--- config.mk ---
export PLATFORM = sky130hd
export DESIGN_NAME = instr_encoder_loader
export DESIGN_NICKNAME = d
export VERILOG_FILES = /design/src/rtl/types_pkg.sv /design/src/rtl/instr_packer.sv /design/src/rtl/instr_encoder_loader.sv
export SDC_FILE = /design/constraint.sdc
export NUM_CORES = 1
export LEC_CHECK = 0
export CAP_MARGIN = 20
export CORE_ASPECT_RATIO = 0.7
export CORE_MARGIN = 5
export CORE_UTILIZATION = 47
export DETAILED_ROUTE_END_ITERATION = 12
export PLACE_DENSITY = 0.84
export SLEW_MARGIN = 25
export SYNTH_ARGS = -nofsm -noshare
export SYNTH_HDL_FRONTEND = slang
export SYNTH_SLANG_ARGS = --single-unit
export TNS_END_PERCENT = 1
--- constraint.sdc ---
create_clock -name clk -period 6.3 [get_ports clk]
set_clock_uncertainty 0.2 [all_clocks]
set_input_delay 1.89 -clock clk [delete_from_list [all_inputs] [get_ports clk]]
set_output_delay 1.89 -clock clk [all_outputs]
set_load 0.05 [all_outputs]
--- src/rtl/types_pkg.sv ---
// Shared RV32I field types and bit positions, used by both the decoder and the encoder/loader.
// Latency: n/a (types, constants and a pure helper function only).
// Backpressure: n/a.
package types_pkg;

    // Instruction formats. Encodings 6 and 7 are undefined and pack as a NOP.
    typedef enum logic [2:0] {
        FMT_R = 3'd0,
        FMT_I = 3'd1,
        FMT_S = 3'd2,
        FMT_B = 3'd3,
        FMT_U = 3'd4,
        FMT_J = 3'd5
    } fmt_e;

    typedef logic [4:0] reg_addr_t;

    // LSB positions of the fixed-location fields in a 32-bit instruction word.
    localparam int OP_LSB     = 0;
    localparam int RD_LSB     = 7;
    localparam int FUNCT3_LSB = 12;
    localparam int RS1_LSB    = 15;
    localparam int RS2_LSB    = 20;
    localparam int FUNCT7_LSB = 25;

    localparam logic [31:0] NOP_WORD = 32'h0000_0013;  // addi x0, x0, 0

    // True when the immediate fits the encoding of the given format without loss.
    function automatic logic imm_in_range(logic [2:0] fmt, logic [31:0] imm);
        logic signed [31:0] s;
        logic               ok;
        s = signed'(imm);
        case (fmt)
            FMT_I, FMT_S: ok = (s >= -32'sd2048) && (s <= 32'sd2047);
            FMT_B:        ok = (s >= -32'sd4096) && (s <= 32'sd4094) && !imm[0];
            FMT_J:        ok = (s >= -32'sd1048576) && (s <= 32'sd1048574) && !imm[0];
            FMT_U:        ok = (imm[11:0] == 12'h000);
            default:      ok = 1'b1;
        endcase
        return ok;
    endfunction

endpackage

--- src/rtl/instr_packer.sv ---
// Packs decoded RV32I fields into a 32-bit instruction word.
// Latency: purely combinational.
// Backpressure: none; output follows the inputs.
//
// Ports: fmt/op/rd/rs1/rs2/funct3/funct7/imm in, word out.
// Fields unused by a format are ignored; an undefined fmt yields a NOP.
module instr_packer
    import types_pkg::*;
(
    input  logic [2:0]  fmt,
    input  logic [6:0]  op,
    input  logic [4:0]  rd,
    input  logic [4:0]  rs1,
    input  logic [4:0]  rs2,
    input  logic [2:0]  funct3,
    input  logic [6:0]  funct7,
    input  logic [31:0] imm,
    output logic [31:0] word
);

    always_comb begin
        word = '0;
        word[OP_LSB +: 7] = op;
        case (fmt)
            FMT_R: begin
                word[FUNCT7_LSB +: 7] = funct7;
                word[RS2_LSB +: 5]    = rs2;
                word[RS1_LSB +: 5]    = rs1;
                word[FUNCT3_LSB +: 3] = funct3;
                word[RD_LSB +: 5]     = rd;
            end
            FMT_I: begin
                word[31:20]           = imm[11:0];
                word[RS1_LSB +: 5]    = rs1;
                word[FUNCT3_LSB +: 3] = funct3;
                word[RD_LSB +: 5]     = rd;
            end
            FMT_S: begin
                word[31:25]           = imm[11:5];
                word[11:7]            = imm[4:0];
                word[RS2_LSB +: 5]    = rs2;
                word[RS1_LSB +: 5]    = rs1;
                word[FUNCT3_LSB +: 3] = funct3;
            end
            FMT_B: begin
                // imm[0] is implicitly zero in branch offsets and is not stored.
                word[31]              = imm[12];
                word[30:25]           = imm[10:5];
                word[11:8]            = imm[4:1];
                word[7]               = imm[11];
                word[RS2_LSB +: 5]    = rs2;
                word[RS1_LSB +: 5]    = rs1;
                word[FUNCT3_LSB +: 3] = funct3;
            end
            FMT_U: begin
                word[31:12]           = imm[31:12];
                word[RD_LSB +: 5]     = rd;
            end
            FMT_J: begin
                word[31]              = imm[20];
                word[30:21]           = imm[10:1];
                word[20]              = imm[11];
                word[19:12]           = imm[19:12];
                word[RD_LSB +: 5]     = rd;
            end
            default: word = NOP_WORD;
        endcase
    end

endmodule

--- src/rtl/instr_encoder_loader.sv ---
// Encodes a stream of decoded RV32I field bundles and writes them sequentially into instruction memory.
// Latency: 1 cycle from bundle accept to mem_we.
// Backpressure: in_ready drops while a registered word waits for mem_gnt; full rate when gnt stays high.
//
// Ports: clk, rst (async, active high); start/base_addr/count job control; in_* field stream
// (valid/ready); mem_we/mem_gnt/mem_addr/mem_wdata write port; busy, done (1-cycle pulse), err (sticky).
// Optional build macro IMM_RANGE_CHECK_EN: out-of-range immediates set err and leave an address hole
// instead of being written; without it immediates are truncated and err is tied low.
module instr_encoder_loader
    import types_pkg::*;
#(
    parameter int ADDR_W = 32,
    parameter int CNT_W  = 16
) (
    input  logic              clk,
    input  logic              rst,
    input  logic              start,
    input  logic [ADDR_W-1:0] base_addr,
    input  logic [CNT_W-1:0]  count,
    input  logic              in_valid,
    output logic              in_ready,
    input  logic [2:0]        in_fmt,
    input  logic [6:0]        in_op,
    input  logic [4:0]        in_rd,
    input  logic [4:0]        in_rs1,
    input  logic [4:0]        in_rs2,
    input  logic [2:0]        in_funct3,
    input  logic [6:0]        in_funct7,
    input  logic [31:0]       in_imm,
    output logic              mem_we,
    input  logic              mem_gnt,
    output logic [ADDR_W-1:0] mem_addr,
    output logic [31:0]       mem_wdata,
    output logic              busy,
    output logic              done,
    output logic              err
);

    typedef enum logic [1:0] {
        ST_IDLE  = 2'd0,
        ST_LOAD  = 2'd1,
        ST_DRAIN = 2'd2,
        ST_DONE  = 2'd3
    } state_e;

    state_e            state_q, state_d;
    logic [ADDR_W-1:0] ptr_q;
    logic [ADDR_W-1:0] addr_q;
    logic [CNT_W-1:0]  remain_q;
    logic [31:0]       wdata_q;
    logic              we_q;
    logic [31:0]       packed_word;
    logic              accept;
    logic              imm_bad;
    logic              job_start;

    instr_packer u_packer (
        .fmt    (in_fmt),
        .op     (in_op),
        .rd     (in_rd),
        .rs1    (in_rs1),
        .rs2    (in_rs2),
        .funct3 (in_funct3),
        .funct7 (in_funct7),
        .imm    (in_imm),
        .word   (packed_word)
    );

    // A new bundle may enter whenever the output register is empty or is being drained this cycle.
    assign in_ready  = (state_q == ST_LOAD) && (!we_q || mem_gnt);
    assign accept    = in_valid && in_ready;
    assign job_start = (state_q == ST_IDLE) && start;

`ifdef IMM_RANGE_CHECK_EN
    assign imm_bad = !imm_in_range(in_fmt, in_imm);
`else
    assign imm_bad = 1'b0;
`endif

    always_ff @(posedge clk or posedge rst) begin
        if (rst) begin
            state_q <= ST_IDLE;
        end else begin
            state_q <= state_d;
        end
    end

    always_comb begin
        state_d = state_q;
        busy    = 1'b0;
        done    = 1'b0;
        case (state_q)
            ST_IDLE: begin
                if (start) begin
                    state_d = (count != '0) ? ST_LOAD : ST_DONE;
                end
            end
            ST_LOAD: begin
                busy = 1'b1;
                if (accept && (remain_q == CNT_W'(1))) begin
                    state_d = ST_DRAIN;
                end
            end
            ST_DRAIN: begin
                busy = 1'b1;
                // Register may already be empty if the last bundle was rejected for its immediate.
                if (!we_q || mem_gnt) begin
                    state_d = ST_DONE;
                end
            end
            ST_DONE: begin
                done    = 1'b1;
                state_d = ST_IDLE;
            end
            default: state_d = ST_IDLE;
        endcase
    end

    always_ff @(posedge clk or posedge rst) begin
        if (rst) begin
            ptr_q    <= '0;
            remain_q <= '0;
            addr_q   <= '0;
            wdata_q  <= '0;
            we_q     <= 1'b0;
        end else begin
            if (job_start) begin
                ptr_q    <= base_addr & ~ADDR_W'(3);
                remain_q <= count;
            end else if (accept) begin
                ptr_q <= ptr_q + ADDR_W'(4);
                if (remain_q != '0) begin
                    remain_q <= remain_q - CNT_W'(1);
                end
            end

            // A same-cycle accept overwrites the word being granted, so there is no bubble.
            if (accept && !imm_bad) begin
                we_q    <= 1'b1;
                addr_q  <= ptr_q;
                wdata_q <= packed_word;
            end else if (accept || mem_gnt) begin
                we_q <= 1'b0;
            end
        end
    end

`ifdef IMM_RANGE_CHECK_EN
    logic err_q;
    always_ff @(posedge clk or posedge rst) begin
        if (rst) begin
            err_q <= 1'b0;
        end else if (job_start) begin
            err_q <= 1'b0;
        end else if (accept && imm_bad) begin
            err_q <= 1'b1;
        end
    end
    assign err = err_q;
`else
    assign err = 1'b0;
`endif

    assign mem_we    = we_q;
    assign mem_addr  = addr_q;
    assign mem_wdata = wdata_q;

endmodule
==> impl_metrics.csv <==
group,metric,value,unit
status,status,"completed",
cells_and_area,n_fill_cell,904,
clocking,cts_max_level,3,
global_route,grt_max_degree,67,
placement,gp_congestion,0.9316,
worst_setup_path,slowest_delay,820,ps
synth,synth.distinct_cells,53,
synth,syn_area,0.005748,mm²
timing,tns,0,ps
timing,fin_crit_sh,86.57,%
floorplanning,die_h,102.5,µm
worst_setup_path,path_buf_inv,2,
timing,fin_crit,5454,ps
timing,grt_setup_unrepaired,"no",
synth,synth-seq-cells,111,
synth,ys_top_cells_by_area,"dfrtp_1 (48%), nand2_1 (10%), xor2_1 (4.6%)",
clocking,clk_path_buf_depth,2,
worst_setup_path,cp-start-kind,"input pin",
placement,pre_cts_slack,836.4,ps
synth,synth_top_area_share,48.32,%
timing,setup_viol,0,
synth,syn-instance-count,632,
timing,setup_slack,846.3,ps
clocking,cts_buffers,9,
floorplanning,ios,189,
routing,drc,0,
clocking,clock_latency,350,ps
global_route,grt_overflow,0,
clocking,cts_resized,0,
clocking,cts_tree,"done",
cells_and_area,drive_gt1_share,5.335,%
floorplanning,die-area,0.01458,mm²
pwr,ir_worst_vdd,0.0003410,V
synth,ys.flop_type,"dfrtp_1",
routing,viasPerCell,5.533,
global_route,antenna_found_initial,0,
pwr,pwr_density_cell,486.6,mW/mm²
worst_setup_path,cp_common_cell,"clkdlybuf4s50_1",
synth,yosys.area.top_type,"dfrtp_1",
cells_and_area,synthToLayoutAreaGrowth,39.20,%
routing,postRouteAntennaNets,0,
floorplanning,num_rows,33,
global_route,track_usage,23.26,%
routing,drtPass1Iterations,5,
worst_hold_path,hold_path.class,"flop to flop",
pwr,total_leakage_power,0.003339,µW
worst_setup_path,cpMaxStageDelayCell,"clkdlybuf4s50_1",
clocking,root_buffer,"clkbuf_16",
synth,synth_common_cells,"nand2_1 (155), dfrtp_1 (111), nor2_1 (38)",
routing,avgRoutedWirePerCell,17.45,µm
placement,numPortBuffers,183,
cells_and_area,n_antenna_cell,0,
routing,routed_wirelength,16.80,mm
clocking,cts.sinks,111,
timing,max_freq,183.4,MHz
floorplanning,core,0.01185,mm²
timing,tightest_slew,933.6,ps
worst_setup_path,worstPathMaxFanout,2,
synth,syn_area_per_cell,9.095,µm²
floorplanning,initial_utilization,48.51,%
synth,synth-edff-count,0,
worst_setup_path,crit_chain,"clkdlybuf4s50_1 -> nor2b_1 -> nor2_1 -> clkdlybuf4s50_1",
worst_setup_path,crit_required,4210,ps
placement,post-dp-hpwl,12.51,mm
timing,report.final.slew_viol_count,0,
worst_setup_path,critPathTopFamily,"buffers and inverters",
floorplanning,dieWidth,142.2,µm
synth,synth_most_common_cell,"nand2_1",
timing,relSlewSlack,37.61,%
timing,whs,277.5,ps
global_route,grt_pass1_vias,5543,
synth,yosys_warnings,0,
worst_setup_path,crit_type,"input pin to output pin",
timing,hold_viol_final,0,
cells_and_area,nets,930,
job,cap_violations,0,
clocking,hold_buffers,0,
routing,drt_iter0_markers,237,
routing,vias,5328,
synth,yosysSeqAreaShare,48.32,%
clocking,postCtsSetupBuffers,0,
worst_setup_path,critPathCaptureType,"output pin",
worst_setup_path,critPathArrivalTime,3360,ps
global_route,grt_pass1_wl,27.19,mm
synth,async_flop_share,100.0,%
clocking,clk_pin_slew,70,ps
==> registers in the layout (all words and copies together), names as in the netlist <==
signal / flops
remain_q: 16
ptr_q: 30
state_q: 2
mem_wdata: 32
mem_addr: 30
mem_we: 1
==> worst paths after layout <==
kind / startpoint / slack [ps] / cells past startpoint / endpoint
max in group asynchronous: rst / 3350 / 3 / remain_q[15]
min: mem_addr[11] / 280 / 2 / mem_addr[11]
max reg2reg: state_q[1] / 3830 / 7 / ptr_q[25]
min in group asynchronous: rst / 1680 / 2 / mem_wdata[20]
min reg2reg: mem_addr[11] / 280 / 2 / mem_addr[11]
max: mem_gnt / 850 / 4 / in_ready
==> layout make-up <==
| type | instances | area, µm² | share of cell area, % |
|---|---|---|---|
| multi-input combinational | 470 | 2764 | 34.54 |
| inverter | 15 | 58.81 | 0.7349 |
| timing repair buffer | 195 | 1934 | 24.18 |
| clock inverter | 6 | 45.04 | 0.5629 |
| tap | 157 | 196.4 | 2.455 |
| sequential | 111 | 2778 | 34.71 |
| clock buffer | 9 | 225.2 | 2.815 |
==> where the power goes <==
group / internal, µW / switching, µW
registers: 1050 / 289
logic: 734 / 1290
clock network: 268 / 262
total: 2050 / 1840
==> routing by layer <==
layer	GRT usage (%)	wire [µm]	share of wire (%)
met5	0	0	0
met4	6.121	238	1.4
met3	4.914	1145	6.8
met2	40.92	8366	50
met1	29.57	7052	42
==> cells in the final DEF, fill, tap and decap left out, types with 6 or more instances in the layout <==
| master | netlist | layout |
|---|---|---|
| nand3_1 | 16 | 16 |
| a22oi_1 | 16 | 16 |
| o21ai_0 | 34 | 34 |
| nand2_1 | 155 | 155 |
| o21ai_1 | 10 | 10 |
| buf_4 | 3 | 11 |
| nand4_1 | 18 | 18 |
| clkbuf_16 | 0 | 9 |
| o221ai_1 | 14 | 14 |
| o21a_1 | 15 | 15 |
| inv_1 | 15 | 14 |
| a31oi_1 | 12 | 12 |
| dfrtp_1 | 111 | 111 |
| ha_1 | 8 | 8 |
| clkdlybuf4s50_1 | 0 | 183 |
| nand2b_1 | 6 | 6 |
| nor2_1 | 38 | 37 |
| mux2i_1 | 10 | 10 |
| a21oi_1 | 16 | 16 |
| xor2_1 | 30 | 30 |
==> tightest hold or removal path, stage by stage, from the launching register on <==
cell and delay (ps):
dfrtp_1 340, nand2_1 50, nand2_1 60
==> kinds of logic after synthesis <==
group / after synthesis / synth area share (%)
XOR/XNOR: 35 / 5.333
AO/OA/AOI/OAI: 131 / 15.00
multiplexers: 11 / 1.937
flip-flops: 111 / 48.32
buffers and inverters: 53 / 3.896
other: 1 / 0.06524
AND/OR/NAND/NOR: 282 / 23.71
adder cells (fa/ha/maj): 8 / 1.741
==> through the flow <==
step           instance area [µm²]  instances  total power (µW)  utilization (%)
4_1_cts                       7980        962              3909            67.34
3_5_place_dp                  7710        947              3359            65.06
5_1_grt                       8001        963              4116            67.52
3_3_place_gp                  7710        947              3282            65.06
6_report                      8001        963              3893            67.52
2_1_floorplan                 5756        634              2649                -
Note: power is estimated with default switching activity, not from simulation.
